### src/rtl/sram_port_arbiter.sv
// Shares one synchronous-read frame SRAM between a stallable window reader and a
// request/ack frame writer; the last read word is held for a stalled reader.
module sram_port_arbiter #(
  parameter int DATA_W   = 24,
  parameter int ADDR_W   = 17,
  parameter int WAIT_MAX = 8,
  parameter int WR_BURST = 16
) (
  input  logic              iClk,
  input  logic              iRst,
  input  logic              iRdEn,
  input  logic              iRdCs,
  input  logic [ADDR_W-1:0] iRdAddr,
  output logic [DATA_W-1:0] oRdData,
  output logic              oRdBusy,
  input  logic              iWrReq,
  input  logic [ADDR_W-1:0] iWrAddr,
  input  logic [DATA_W-1:0] iWrData,
  output logic              oWrAck,
  output logic              oMemCs,
  output logic              oMemWe,
  output logic [ADDR_W-1:0] oMemAddr,
  output logic [DATA_W-1:0] oMemWData,
  input  logic [DATA_W-1:0] iMemRData,
  output logic              oErr
);

  localparam int WAIT_W  = $clog2(WAIT_MAX + 1);
  localparam int BURST_W = $clog2(WR_BURST + 1);
  localparam logic [WAIT_W-1:0]  WAIT_TOP   = WAIT_W'(WAIT_MAX);
  localparam logic [BURST_W-1:0] BURST_LAST = BURST_W'(WR_BURST - 1);

  typedef enum logic [1:0] {
    S_RD    = 2'd0,
    S_DRAIN = 2'd1,
    S_WR    = 2'd2
  } state_t;

  state_t              r_state;
  state_t              w_state_nxt;
  logic [WAIT_W-1:0]   r_wait_cnt;
  logic [WAIT_W-1:0]   w_wait_nxt;
  logic [BURST_W-1:0]  r_burst_cnt;
  logic [BURST_W-1:0]  w_burst_nxt;
  logic                r_rd_pend;
  logic                r_busy;
  logic                r_err;
  logic [DATA_W-1:0]   r_hold;
  logic                w_err_set;
  logic                w_rd_issue;

  always_comb begin
    w_state_nxt = r_state;
    w_wait_nxt  = '0;
    w_burst_nxt = r_burst_cnt;
    w_err_set   = 1'b0;
    oMemCs      = 1'b0;
    oMemWe      = 1'b0;
    oMemAddr    = '0;
    oMemWData   = '0;
    oWrAck      = 1'b0;
    case (r_state)
      S_RD: begin
        oMemCs   = iRdCs;
        oMemAddr = iRdAddr;
        if (iWrReq) begin
          w_wait_nxt = (r_wait_cnt == WAIT_TOP) ? r_wait_cnt : r_wait_cnt + WAIT_W'(1);
          if (!iRdEn || r_wait_cnt == WAIT_TOP) begin
            w_state_nxt = S_DRAIN;
          end
        end
      end
      S_DRAIN: begin
        // A CS decided before busy rose is still in flight and must be served.
        oMemCs      = iRdCs;
        oMemAddr    = iRdAddr;
        w_burst_nxt = '0;
        w_state_nxt = S_WR;
      end
      S_WR: begin
        w_err_set = iRdCs;
        if (iWrReq) begin
          oMemCs      = 1'b1;
          oMemWe      = 1'b1;
          oMemAddr    = iWrAddr;
          oMemWData   = iWrData;
          oWrAck      = 1'b1;
          w_burst_nxt = r_burst_cnt + BURST_W'(1);
          if (r_burst_cnt == BURST_LAST) begin
            w_state_nxt = S_RD;
          end
        end else begin
          w_state_nxt = S_RD;
        end
      end
      default: w_state_nxt = S_RD;
    endcase
  end

  assign w_rd_issue = oMemCs && !oMemWe;

  always_ff @(posedge iClk or posedge iRst) begin
    if (iRst) begin
      r_state     <= S_RD;
      r_wait_cnt  <= '0;
      r_burst_cnt <= '0;
      r_busy      <= 1'b0;
      r_err       <= 1'b0;
      r_rd_pend   <= 1'b0;
      r_hold      <= '0;
    end else begin
      r_state     <= w_state_nxt;
      r_wait_cnt  <= w_wait_nxt;
      r_burst_cnt <= w_burst_nxt;
      r_busy      <= (w_state_nxt != S_RD);
      r_err       <= r_err | w_err_set;
      r_rd_pend   <= w_rd_issue;
      // Captured even during a write cycle, so a read launched in drain is kept.
      if (r_rd_pend) begin
        r_hold <= iMemRData;
      end
    end
  end

  assign oRdData = r_rd_pend ? iMemRData : r_hold;
  assign oRdBusy = r_busy;
  assign oErr    = r_err;

endmodule

### config.mk
export PLATFORM = sky130hd
export DESIGN_NAME = sram_port_arbiter
export DESIGN_NICKNAME = d
export VERILOG_FILES = /design/src/rtl/sram_port_arbiter.sv
export SDC_FILE = /design/constraint.sdc
export NUM_CORES = 1
export LEC_CHECK = 0
export ABC_AREA = 1
export BUFFER_PORTS_ARGS = -buffer_cell sky130_fd_sc_hd__buf_2
export CELL_PAD_IN_SITES_DETAIL_PLACEMENT = 1
export CELL_PAD_IN_SITES_GLOBAL_PLACEMENT = 1
export CORE_MARGIN = 1.5
export CORE_UTILIZATION = 29
export CTS_CLUSTER_DIAMETER = 200
export DETAILED_ROUTE_END_ITERATION = 10
export PLACE_DENSITY_LB_ADDON = 0.1
export SLEW_MARGIN = 20
export SYNTH_ARGS = -nofsm -noshare
export SYNTH_HDL_FRONTEND = slang
export SYNTH_SLANG_ARGS = --single-unit
export TNS_END_PERCENT = 20
### constraint.sdc
create_clock -name iClk -period 2.9 [get_ports iClk]
set_input_delay 0.58 -clock iClk [delete_from_list [all_inputs] [get_ports iClk]]
set_output_delay 0.58 -clock iClk [all_outputs]
set_load 0.005 [all_outputs]
* Word-level counts from Yosys, hierarchy flattened
Index checks and enable logic that the tools add are counted.
Cells by class: add/subtract/negate cells 2, equality and inequality tests 6, mux-type cells 19, bitwise gates (word level) 1, reduce and logical (&&, ||, !) cells 9
Operator list (number):
- $mux W24 | 3
- $pmux W17 S2 | 1
- $mux W17 | 1
- $mux W4 | 3
- $pmux W5 S2 | 1
- $mux W2 | 4
- $pmux W2 S3 | 1
- $add A5 B1 Y5 const B | 1
- $eq A5 B4 Y1 const B | 1
- $mux W5 | 1
- $add A4 B1 Y4 const B | 1
- $eq A4 B4 Y1 const B | 1
- $reduce_bool A2 Y1 | 2
- $mux W1 | 3
- $ne A3 B3 Y1 const B | 1
- $eq A2 B1 Y1 const B | 1
- $eq A2 B2 Y1 const B | 1
- $logic_not A1 Y1 | 2
- $logic_not A2 Y1 | 1
- $ne A2 B2 Y1 const B | 1
- $pmux W1 S2 | 1
- $reduce_and A2 Y1 | 1
- $reduce_or A2 Y1 | 1
- $logic_and A1 B1 Y1 | 1
- 2 further kinds | 2
Word-level totals: bits in registers 38, input bits 87, output and inout bits 70

* Depth between registers and ports, before layout
depth after elaboration 6, gate-level depth with buffers 7, gate-level depth less buffers 7

* Least setup slack after synthesis
Ideal clock, no wire load.
kind input to output, start point input iWrReq, end point output oMemAddr[10], arrival 1.102 ns, slack 1.218 ns, cell stages on the path 6, buffers on the path 2, cells stage by stage buf_4 nand3_2 inv_2 buf_6 nand2_1 nand2_1
Between the ends: longest elaborated chain between the ends 2
RTL lines:
- start, declared | RTL line 16 | input logic iWrReq,
- $mux W17 | RTL line 82 | if (iWrReq) begin
- $pmux W17 S2 | RTL line 62 | case (r_state)
- end, declared | RTL line 22 | output logic [ADDR_W-1:0] oMemAddr,
Every way passes these cells.

* Worst setup path in the final report
start point register r_state[0], end point output oMemAddr[15]
Between the ends: longest elaborated chain between the ends 3, elaborated cells between the ends (all ways) 5, those cells by class eq/ne (2); mux (1); reduce/logical (2)
RTL lines:
- start, declared | RTL line 39 | state_t r_state;
- start signal, assigned | RTL line 112 | r_state <= w_state_nxt;
- $eq A2 B1 Y1 / $logic_not A2 Y1 (equally long branches) | RTL line 62
- $reduce_or A2 Y1 (no source line)
- $pmux W17 S2 * | RTL line 62
Every way passes the cells marked *; elsewhere a longest branch is shown, timed or not.

==> impl_metrics.json <==
{
  "core_um2": 6870,
  "postCtsSetupRepairBufs": 0,
  "power_mw": 1.48,
  "final_antenna_net_count": 0,
  "seq_area_frac_synth_pct": 45.9,
  "hp-class": "primary input to async pin",
  "synthFlopType": "dfrtp_1",
  "synth_fp_nets": 333,
  "synthArstFlopShare_pct": 100,
  "path_cells": "inv_1 > nand3_2 > inv_2 > nand2_1 > nand2_1 > buf_2",
  "clock.fmax_ghz": 0.440,
  "diodes": 0,
  "power_density_nw_per_um2": 498,
  "drv_slew": 0,
  "worstMarginPinSlew_ps": 491,
  "vias": 2115,
  "port_buffers": 156,
  "initial_core_util_pct": 30.2,
  "grt_use_total_pct": 15.4,
  "max_stage_delay_ps": 410,
  "synthTopCellsByCount": "nand2_1 (92), dfrtp_1 (38), nor2_1 (28), mux2_2 (22), inv_1 (12)",
  "ys_types": 24,
  "cp.required_ps": 2320,
  "synth_top_area_cell": "dfrtp_1",
  "setup_viol": 0,
  "grt_pass1_wl_um": 9450,
  "r2r_end": "r_burst_cnt[1]",
  "drt-total-wl_um": 6000,
  "htreeDepth": 2,
  "path_delay_family": "buffers and inverters",
  "post_cts_resized": 0,
  "syn_to_final_growth_pct": 43.1,
  "grt_overflow_total": 0,
  "regToRegSetupSlack_ps": 1520,
  "cts-root-buf": "clkbuf_8",
  "critical_path_buf_inv_count": 3,
  "grt_pass1_vias": 2135,
  "drt_iter0_markers": 64,
  "antenna_found_initial": 0,
  "cts_tree": "done",
  "firstDrtPassIters": 2,
  "use_met3_pct": 4.55,
  "synth_edf_count": 0,
  "crit_path_top_delay_cell": "dfrtp_1",
  "start_kind": "register",
  "cts_hold_buf": 0,
  "worstRegToRegCells": 5,
  "dp_hpwl_um": 4650,
  "fill_cells": 910,
  "relSlewSlack_pct": 67.3,
  "grt_util_met1_pct": 16.7,
  "reg2reg_from": "r_state[0]",
  "clkSinkCount": 38,
  "grt_start_max_net_pins": 39,
  "multiInputGateArea_um2": 943,
  "p_leak_nw": 1.70,
  "fin_crit_sh_pct": 78.4,
  "clkTransAtPathRegs_ps": 80,
  "syn_avg_cell_area_um2": 8.56,
  "ios": 157,
  "crit_top_cell": "nand2_1",
  "register_area_um2": 951,
  "rows": 30,
  "fin_ws_ps": 627,
  "rsz0062_at_grt": "false",
  "final_nets": 485,
  "die_area_um2": 7660,
  "busiest_layer": "met2",
  "finClkSkew_ps": 4.83,
  "crit_start": "r_state[0]",
  "finalCriticalPeriod_ps": 2270,
  "setup_tns_ps": 0,
  "drive_gt1_share_pct": 50.4,
  "die_h_um": 87.5,
  "drv_cap": 0,
  "place_ws_ps": 805,
  "clock_latency_ps": 280,
  "crit_fanout": 21,
  "synth_seq_cells": 38,
  "synth_most_common_cell": "nand2_1",
  "drc": 0,
  "die-width_um": 87.5,
  "path_class": "register to primary output",
  "place.gp.congestion": 0.744,
  "peakVddDrop_mv": 0.322,
  "yosys.area.top_type_share_pct": 45.9,
  "synth_cells": 242,
  "routedWlPerCell_um": 12.2,
  "path_depth": 6,
  "run_status": "finished, final reports clean",
  "crit_path_end_kind": "primary output",
  "synth_area_um2": 2070,
  "cts_buffers": 5,
  "yosysWarnings": 0,
  "met2_usage_pct": 29.4,
  "cts_buffer_depth": 2,
  "viasPerCell": 4.31,
  "crit_arrival_ps": 1690,
  "postLayoutCoreUtil_pct": 43.2,
  "hold_viol": 0,
  "yosys-top-cells-area": "dfrtp_1 (46%), nand2_1 (17%), mux2_2 (12%)"
}
## kinds of logic after synthesis
kind of cell | after synthesis | share of synthesized area, %
DFF | 38 | 45.9
xor gates and xnor gates | 1 | 0.423
AOI/OAI and AO/OA | 7 | 1.81
and+or+nand+nor | 140 | 27.5
buffers and inverters | 28 | 8.57
muxes | 24 | 13.4
adders and majority gates | 4 | 2.42
## flip-flops by register name, indices dropped and copies added, names as in the netlist
name         count
oErr             1
r_burst_cnt      5
oRdBusy          1
r_state          2
r_rd_pend        1
r_wait_cnt       4
r_hold          24
## placed cells by master (no fill, tap or decap), types with 3 or more instances in the layout
cell      netlist  routed
inv_1          12      12
nand3_1        11      11
dfrtp_1        38      38
buf_2           4     156
nand2_1        92      92
mux2_2         22      22
nor2_1         28      28
buf_4           2       3
ha_1            4       4
o21ai_0         4       4
clkbuf_8        0       6
## per-stage QoR
stage                     hold slack (ps)  cells  instance area, µm²
after floorplan                       468    242                2070
after global placement                457    483                2870
after detailed placement              470    483                2870
after CTS                             430    491                2970
after global routing                  468    491                2970
final                                 406    491                2970
## worst register-to-register path: stages (launching register included)
cell and delay [ps]:
dfrtp_1 410, inv_1 150, nand3_2 240, inv_2 350, nand2_1 100, nand2_1 80
## worst max path at each step
stage / end / slack (ps)
after global placement: oMemAddr[15] / 830
after floorplan: oMemAddr[10] / 1220
final: oMemAddr[15] / 630
after CTS: oMemAddr[13] / 610
after detailed placement: oMemAddr[13] / 800
after global routing: oMemAddr[10] / 420
## power by group
group / internal, mW / total (mW) / switching, mW
logic: 0.225 / 0.444 / 0.219
registers: 0.616 / 0.656 / 0.0398
clock network: 0.191 / 0.377 / 0.186
## layout make-up
cell class | instances | area share [%]
flip-flops and latches | 38 | 32.1
multi-input cells | 176 | 31.8
repair buffers | 159 | 27.1
well taps | 96 | 4.05
clock buffers | 6 | 2.78
inverters | 14 | 1.77
clock inverters | 2 | 0.422
## per-layer routing
layer | up-vias | part of all wire [%]
li1 | 1055 | -
met1 | 989 | 38
met2 | 67 | 53
met3 | 4 | 7.6
met4 | 0 | 0.80
met5 | - | 0
(Power assumes the default switching activity.)
